## src/rtl/resta_pf_seq.sv

```systemverilog
// Multi-cycle IEEE-754 single-precision subtractor (result = A - B).
// The unit runs as an effective add of A and -B. It processes one bit per cycle in the align and normalize steps.
module resta_pf_seq #(
   parameter int unsigned MAX_ALIGN = 26
) (
   input  logic        clk,
   input  logic        rst,
   input  logic        start,
   input  logic [31:0] A,
   input  logic [31:0] B,
   output logic        busy,
   output logic        done,
   output logic [31:0] result
);

   localparam logic [2:0] S_IDLE   = 3'd0;
   localparam logic [2:0] S_UNPACK = 3'd1;
   localparam logic [2:0] S_ALIGN  = 3'd2;
   localparam logic [2:0] S_ADDSUB = 3'd3;
   localparam logic [2:0] S_NORM   = 3'd4;
   localparam logic [2:0] S_ROUND  = 3'd5;
   localparam logic [2:0] S_DONE   = 3'd6;

   localparam logic [7:0] MAXA = 8'(MAX_ALIGN);

   logic [2:0]  state_q, state_d;
   logic [31:0] a_q, a_d, b_q, b_d;
   logic [31:0] result_q, result_d;
   logic        sx_q, sx_d, sub_q, sub_d, big_q, big_d;
   logic [9:0]  ex_q, ex_d;
   logic [23:0] xs_q, xs_d;
   logic [26:0] ys_q, ys_d;   // {significand, guard, round, sticky}
   logic [7:0]  cnt_q, cnt_d;
   logic [27:0] m_q, m_d;     // {carry, significand, guard, round, sticky}

   logic        a_zero, b_zero, a_inf, b_inf, a_nan, b_nan, a_ge;
   logic [31:0] x_op, y_op;
   logic [7:0]  diff;
   logic [26:0] ys_sh;
   logic [27:0] sum;
   logic [24:0] r25;
   logic        rnd;
   logic [9:0]  e_rnd;

   assign a_zero = (a_q[30:23] == 8'h00);
   assign b_zero = (b_q[30:23] == 8'h00);
   assign a_inf  = (a_q[30:23] == 8'hFF) && (a_q[22:0] == 23'h0);
   assign b_inf  = (b_q[30:23] == 8'hFF) && (b_q[22:0] == 23'h0);
   assign a_nan  = (a_q[30:23] == 8'hFF) && (a_q[22:0] != 23'h0);
   assign b_nan  = (b_q[30:23] == 8'hFF) && (b_q[22:0] != 23'h0);
   assign a_ge   = (a_q[30:0] >= b_q[30:0]);
   assign x_op   = a_ge ? a_q : b_q;
   assign y_op   = a_ge ? b_q : a_q;
   assign diff   = x_op[30:23] - y_op[30:23];
   assign ys_sh  = {1'b0, ys_q[26:2], ys_q[1] | ys_q[0]};
   assign sum    = sub_q ? ({1'b0, xs_q, 3'b000} - {1'b0, ys_q})
                         : ({1'b0, xs_q, 3'b000} + {1'b0, ys_q});
   assign rnd    = m_q[2] & (m_q[1] | m_q[0] | m_q[3]);
   assign r25    = {1'b0, m_q[26:3]} + 25'(rnd);
   assign e_rnd  = ex_q + 10'(r25[24]);

   always_comb begin
      state_d  = state_q;
      a_d      = a_q;
      b_d      = b_q;
      result_d = result_q;
      sx_d     = sx_q;
      sub_d    = sub_q;
      big_d    = big_q;
      ex_d     = ex_q;
      xs_d     = xs_q;
      ys_d     = ys_q;
      cnt_d    = cnt_q;
      m_d      = m_q;
      case (state_q)
         S_IDLE: begin
            if (start) begin
               a_d     = A;
               b_d     = {~B[31], B[30:0]};
               state_d = S_UNPACK;
            end
         end
         S_UNPACK: begin
            // b_q already carries the inverted sign, so B-side results need no extra negation
            state_d = S_DONE;
            if (a_nan || b_nan || (a_inf && b_inf && (a_q[31] != b_q[31])))
               result_d = 32'h7FC0_0000;
            else if (a_inf)
               result_d = a_q;
            else if (b_inf)
               result_d = b_q;
            else if (a_zero && b_zero)
               result_d = {a_q[31] & b_q[31], 31'h0};
            else if (a_zero)
               result_d = b_q;
            else if (b_zero)
               result_d = a_q;
            else begin
               sx_d    = x_op[31];
               sub_d   = x_op[31] ^ y_op[31];
               ex_d    = {2'b00, x_op[30:23]};
               xs_d    = {1'b1, x_op[22:0]};
               ys_d    = {1'b1, y_op[22:0], 3'b000};
               big_d   = (diff > MAXA);
               cnt_d   = (diff > MAXA) ? MAXA : diff;
               state_d = (diff == 8'h00) ? S_ADDSUB : S_ALIGN;
            end
         end
         S_ALIGN: begin
            ys_d  = ys_sh;
            cnt_d = cnt_q - 8'd1;
            if (cnt_q <= 8'd1) begin
               if (big_q) ys_d = {26'h0, |ys_sh};
               state_d = S_ADDSUB;
            end
         end
         S_ADDSUB: begin
            m_d = sum;
            if (sum == 28'h0) begin
               result_d = '0;
               state_d  = S_DONE;
            end else if (sum[27] || !sum[26])
               state_d = S_NORM;
            else
               state_d = S_ROUND;
         end
         S_NORM: begin
            if (m_q[27]) begin
               m_d     = {1'b0, m_q[27:2], m_q[1] | m_q[0]};
               ex_d    = ex_q + 10'd1;
               state_d = S_ROUND;
            end else begin
               m_d  = {m_q[26:0], 1'b0};
               ex_d = ex_q - 10'd1;
               if (ex_q == 10'd1) begin
                  result_d = {sx_q, 31'h0};
                  state_d  = S_DONE;
               end else if (m_q[25])
                  state_d = S_ROUND;
            end
         end
         S_ROUND: begin
            if (e_rnd >= 10'd255)
               result_d = {sx_q, 8'hFF, 23'h0};
            else
               result_d = {sx_q, e_rnd[7:0], r25[24] ? r25[23:1] : r25[22:0]};
            state_d = S_DONE;
         end
         S_DONE:  state_d = S_IDLE;
         default: state_d = S_IDLE;
      endcase
   end

   always_ff @(posedge clk) begin
      if (rst) begin
         state_q  <= S_IDLE;
         a_q      <= '0;
         b_q      <= '0;
         result_q <= '0;
         sx_q     <= 1'b0;
         sub_q    <= 1'b0;
         big_q    <= 1'b0;
         ex_q     <= '0;
         xs_q     <= '0;
         ys_q     <= '0;
         cnt_q    <= '0;
         m_q      <= '0;
      end else begin
         state_q  <= state_d;
         a_q      <= a_d;
         b_q      <= b_d;
         result_q <= result_d;
         sx_q     <= sx_d;
         sub_q    <= sub_d;
         big_q    <= big_d;
         ex_q     <= ex_d;
         xs_q     <= xs_d;
         ys_q     <= ys_d;
         cnt_q    <= cnt_d;
         m_q      <= m_d;
      end
   end

   assign busy   = (state_q != S_IDLE);
   assign done   = (state_q == S_DONE);
   assign result = result_q;

endmodule

```

## config.mk

```make
export PLATFORM = sky130hd
export DESIGN_NAME = resta_pf_seq
export DESIGN_NICKNAME = d
export VERILOG_FILES = /design/src/rtl/resta_pf_seq.sv
export SDC_FILE = /design/constraint.sdc
export NUM_CORES = 1
export LEC_CHECK = 0
export CORE_MARGIN = 2
export CORE_UTILIZATION = 55
export DETAILED_ROUTE_END_ITERATION = 8
export GPL_ROUTABILITY_DRIVEN = 1
export PLACE_DENSITY = 0.75
export SLEW_MARGIN = 5
export SYNTH_ARGS = -nofsm -noshare
export SYNTH_HDL_FRONTEND = slang
export SYNTH_SLANG_ARGS = --single-unit
```

## constraint.sdc

```tcl
create_clock -name clk -period 4.36 [get_ports clk]
set_input_delay 0.872 -clock clk [delete_from_list [all_inputs] [get_ports clk]]
set_output_delay 0.872 -clock clk [all_outputs]
set_load 0.01 [all_outputs]
```

==> flow_summary_export.csv <==
group,metric,value,unit
cells_and_area,fin_nets,2320,
cells_and_area,drive_gt1_share,13.89,%
floorplanning,dieWidth,168.0,um
clock_network,cts_tree,"built",
grt,grt_pass1_vias,14660,
pwr,p_per_area,781.1,nW/um^2
sta,min_period,4.343,ns
synthesis,synth-seq-cells,199,
cells_and_area,fillers,2330,
floorplanning,initial_core_util,55.51,%
synthesis,synth_area_per_cell,7.245,sq um
clock_network,htreeDepth,4,
sta,hold-worst-slack,0.5164,ns
setup_path,critPathMaxFanout,13,
route,drc_errors,0,
route,wirelength,51300,um
floorplanning,coreArea,26650,sq um
synthesis,syn_inst,2042,
flow_run,maxCapViolCount,0,
clock_network,clock_latency,0.46,ns
route,viasPerCell,6.424,
floorplanning,dieArea,28230,sq um
synthesis,syn_nets,2200,
sta,final-max-slew-violation-count,0,
floorplanning,pin_count,101,
grt,antenna_found_initial,4,
place,place.detailed.hpwl,37150,um
route,drt_pass1_iterations,6,
pwr,p_leak,6.837,nW
sta,hold_viol_final,0,
sta,rsz0062_at_grt,"true",
place,pre_cts_ws,-0.1403,ns
setup_path,worst_ep_arrival_time,4.71,ns
grt,grt_start_max_net_pins,124,
synthesis,synth-edff-count,0,
synthesis,synth_ff_type,"dfxtp_1",
cells_and_area,postLayoutCoreUtil,67.04,%
synthesis,yosysSeqAreaShare,26.93,%
setup_path,path_class,"flop to flop",
status,outcome,"completed",
pwr,ir_drop,0.4299,mV
synthesis,synth.distinct_cells,83,
floorplanning,rows,60,
clock_network,path_clk_slew,0.09,ns
route,avgRoutedWirePerCell,20.38,um
route,vias,16170,
clock_network,cts_root_buffer,"clkbuf_16",
floorplanning,die_y,168.0,um
setup_path,worstPathRequired,4.73,ns
sta,fin_setup_tns,0,ns
synthesis,yosys_warnings,0,
clock_network,clockBufferDepth,2,
grt,grt.overflow.total,0,
sta,tightest_slew,1.308,ns
sta,clock_skew,0.02431,ns
cells_and_area,syn_to_final_growth,20.76,%
synthesis,ys_async_sr_fraction,0,%
clock_network,cts_sinks,199,
sta,worst_slack,0.01670,ns
sta,fmax,230.2,MHz
place,place_congestion,0.9863,
setup_path,start_kind,"flop",
hold_path,hp-class,"flop to flop",
place,dp.cells,2458,
cells_and_area,layoutNonFillerInstCount,2517,
route,drtAntennaViolNets,0,
place,io_buffers,100,
grt,track_usage,35.16,%
sta,relSlewSlack,12.82,%
clock_network,cts_made_buffers,17,
grt,grt_pass1_wl,79540,um
setup_path,crit_path_end_kind,"flop",
synthesis,synth_area,14790,sq um
route,drt_iter0_drc,1889,
sta,setup_viol,0,
sta,fin_crit_sh,99.62,%
## registers in the layout, summed over array words and instances (netlist names), 3 cells and up
| register | count |
|---|---|
| a_q | 32 |
| b_q | 32 |
| cnt_q | 8 |
| ex_q | 10 |
| m_q | 28 |
| result | 32 |
| state_q | 3 |
| xs_q | 24 |
| ys_q | 27 |
## report_power, final
part / internal, W / switching (W)
logic: 0.00358 / 0.00565
clock network: 0.000789 / 0.000897
registers: 0.00235 / 0.000684
total: 0.00672 / 0.00723
## synth_stat cells (16+ instances only)
cell        n  area [sq um]
a21o_1     22         165.2
clkbuf_1  132         495.5
a21oi_1   237          1186
inv_1      99         371.6
a311oi_1   44         385.4
nor2b_1    25         156.4
nor4_1     27         168.9
xor2_1     16         140.1
a211oi_1  100         750.7
dfxtp_1   199          3984
nor3_1     50         250.2
nor2_1    157         589.3
nand3_1    58         290.3
mux2i_1    21         210.2
nand4_1    30         187.7
xnor2_1    27         236.5
or3_1      16         100.1
ha_1       90          1126
and3_1     16         100.1
o21ai_0    60         300.3
nand2_1   341          1280
o211ai_1   16         120.1
## timing repair
item | 4_1_cts | 5_1_grt
gates cloned | 1 | 3
resized for setup | 23 | 48
hold buffers | 0 | 0
setup endpoints to repair | 32 | 35
setup buffers | 8 | 14
pin swaps | 11 | 30
## critical path: stages, from the launching register on
cell and delay [ns]:
dfxtp_1 0.45, ha_4 0.26, or3_4 0.34, or4_4 0.43, o211ai_1 0.31, buf_4 0.18, a311oi_1 0.08, buf_4 0.19
o31a_1 0.32, o22ai_2 0.22, xnor2_2 0.17, nand2_1 0.13, o41ai_4 0.34, buf_4 0.19, buf_6 0.14, clkbuf_16 0.17
a21oi_1 0.08, a311oi_2 0.27
## worst paths after layout
path / endpoint / slack [ns] / depth (start not counted) / startpoint
max: result[18] / 0.02 / 17 / xs_q[7]
min: xs_q[23] / 0.52 / 2 / xs_q[23]
max reg2reg: result[18] / 0.02 / 17 / xs_q[7]
min reg2reg: xs_q[23] / 0.52 / 2 / xs_q[23]
## final cells by class
class	instances	area, sq um	area share (%)
clock inverter	15	187.7	1.050
antenna	1	2.502	0.01401
clock buffer	17	425.4	2.381
tap	341	426.7	2.388
multi-input combinational	1591	10200	57.11
sequential	199	4005	22.42
timing repair buffer	253	2237	12.52
inverter	100	377.9	2.115
## cells in the final DEF (no fill, tap or decap), types with 11 or more instances in the layout
cell,n
clkdlybuf4s50_1,99
a21oi_1,234
a31oi_1,14
a311oi_2,14
mux2i_1,21
buf_4,144
a311oi_1,43
nand3_1,56
or3_1,14
dfxtp_1,186
nor3_1,48
nand2b_1,14
a21o_1,22
ha_1,78
xnor2_1,26
nand4_1,30
dfxtp_2,11
o21a_1,12
o211ai_1,16
a22oi_1,11
and3_1,14
nor4_1,26
o21ai_0,59
nor2b_1,25
nor2_1,151
nand2_1,336
a211oi_1,95
xor2_1,16
inv_1,95
clkbuf_16,20
## logic make-up (layout without fill, tap and decap cells)
group                      count (synthesis)  in the layout  synth area share [%]
muxes                                     29             29                 2.030
AOI/OAI and AO/OA                        642            642                 29.75
other                                      0              1                     0
buffers and inverters                    252            385                 6.648
and+or+nand+nor                          786            786                 24.35
adders and majority gates                 91             91                 7.747
xor gates and xnor gates                  43             43                 2.546
DFF                                      199            199                 26.93
## metrics by stage
stage	area, sq um	total power [W]
CTS	17480	0.01332
detailed placement	16700	0.01146
finish	17870	0.01395
floorplan	14880	0.008746
global placement	16700	0.01131
global route	17860	0.01486
## per-layer routing
| layer | up-vias | wire length, um | track usage, % |
|---|---|---|---|
| met3 | 142 | 4662 | 7.099 |
| met4 | 4 | 2156 | 13.08 |
| met1 | 7623 | 21360 | 46.59 |
| li1 | 7669 | - | - |
| met2 | 730 | 23090 | 56.70 |
| met5 | - | 23 | 0 |
Power figures use the tool's default switching activity.
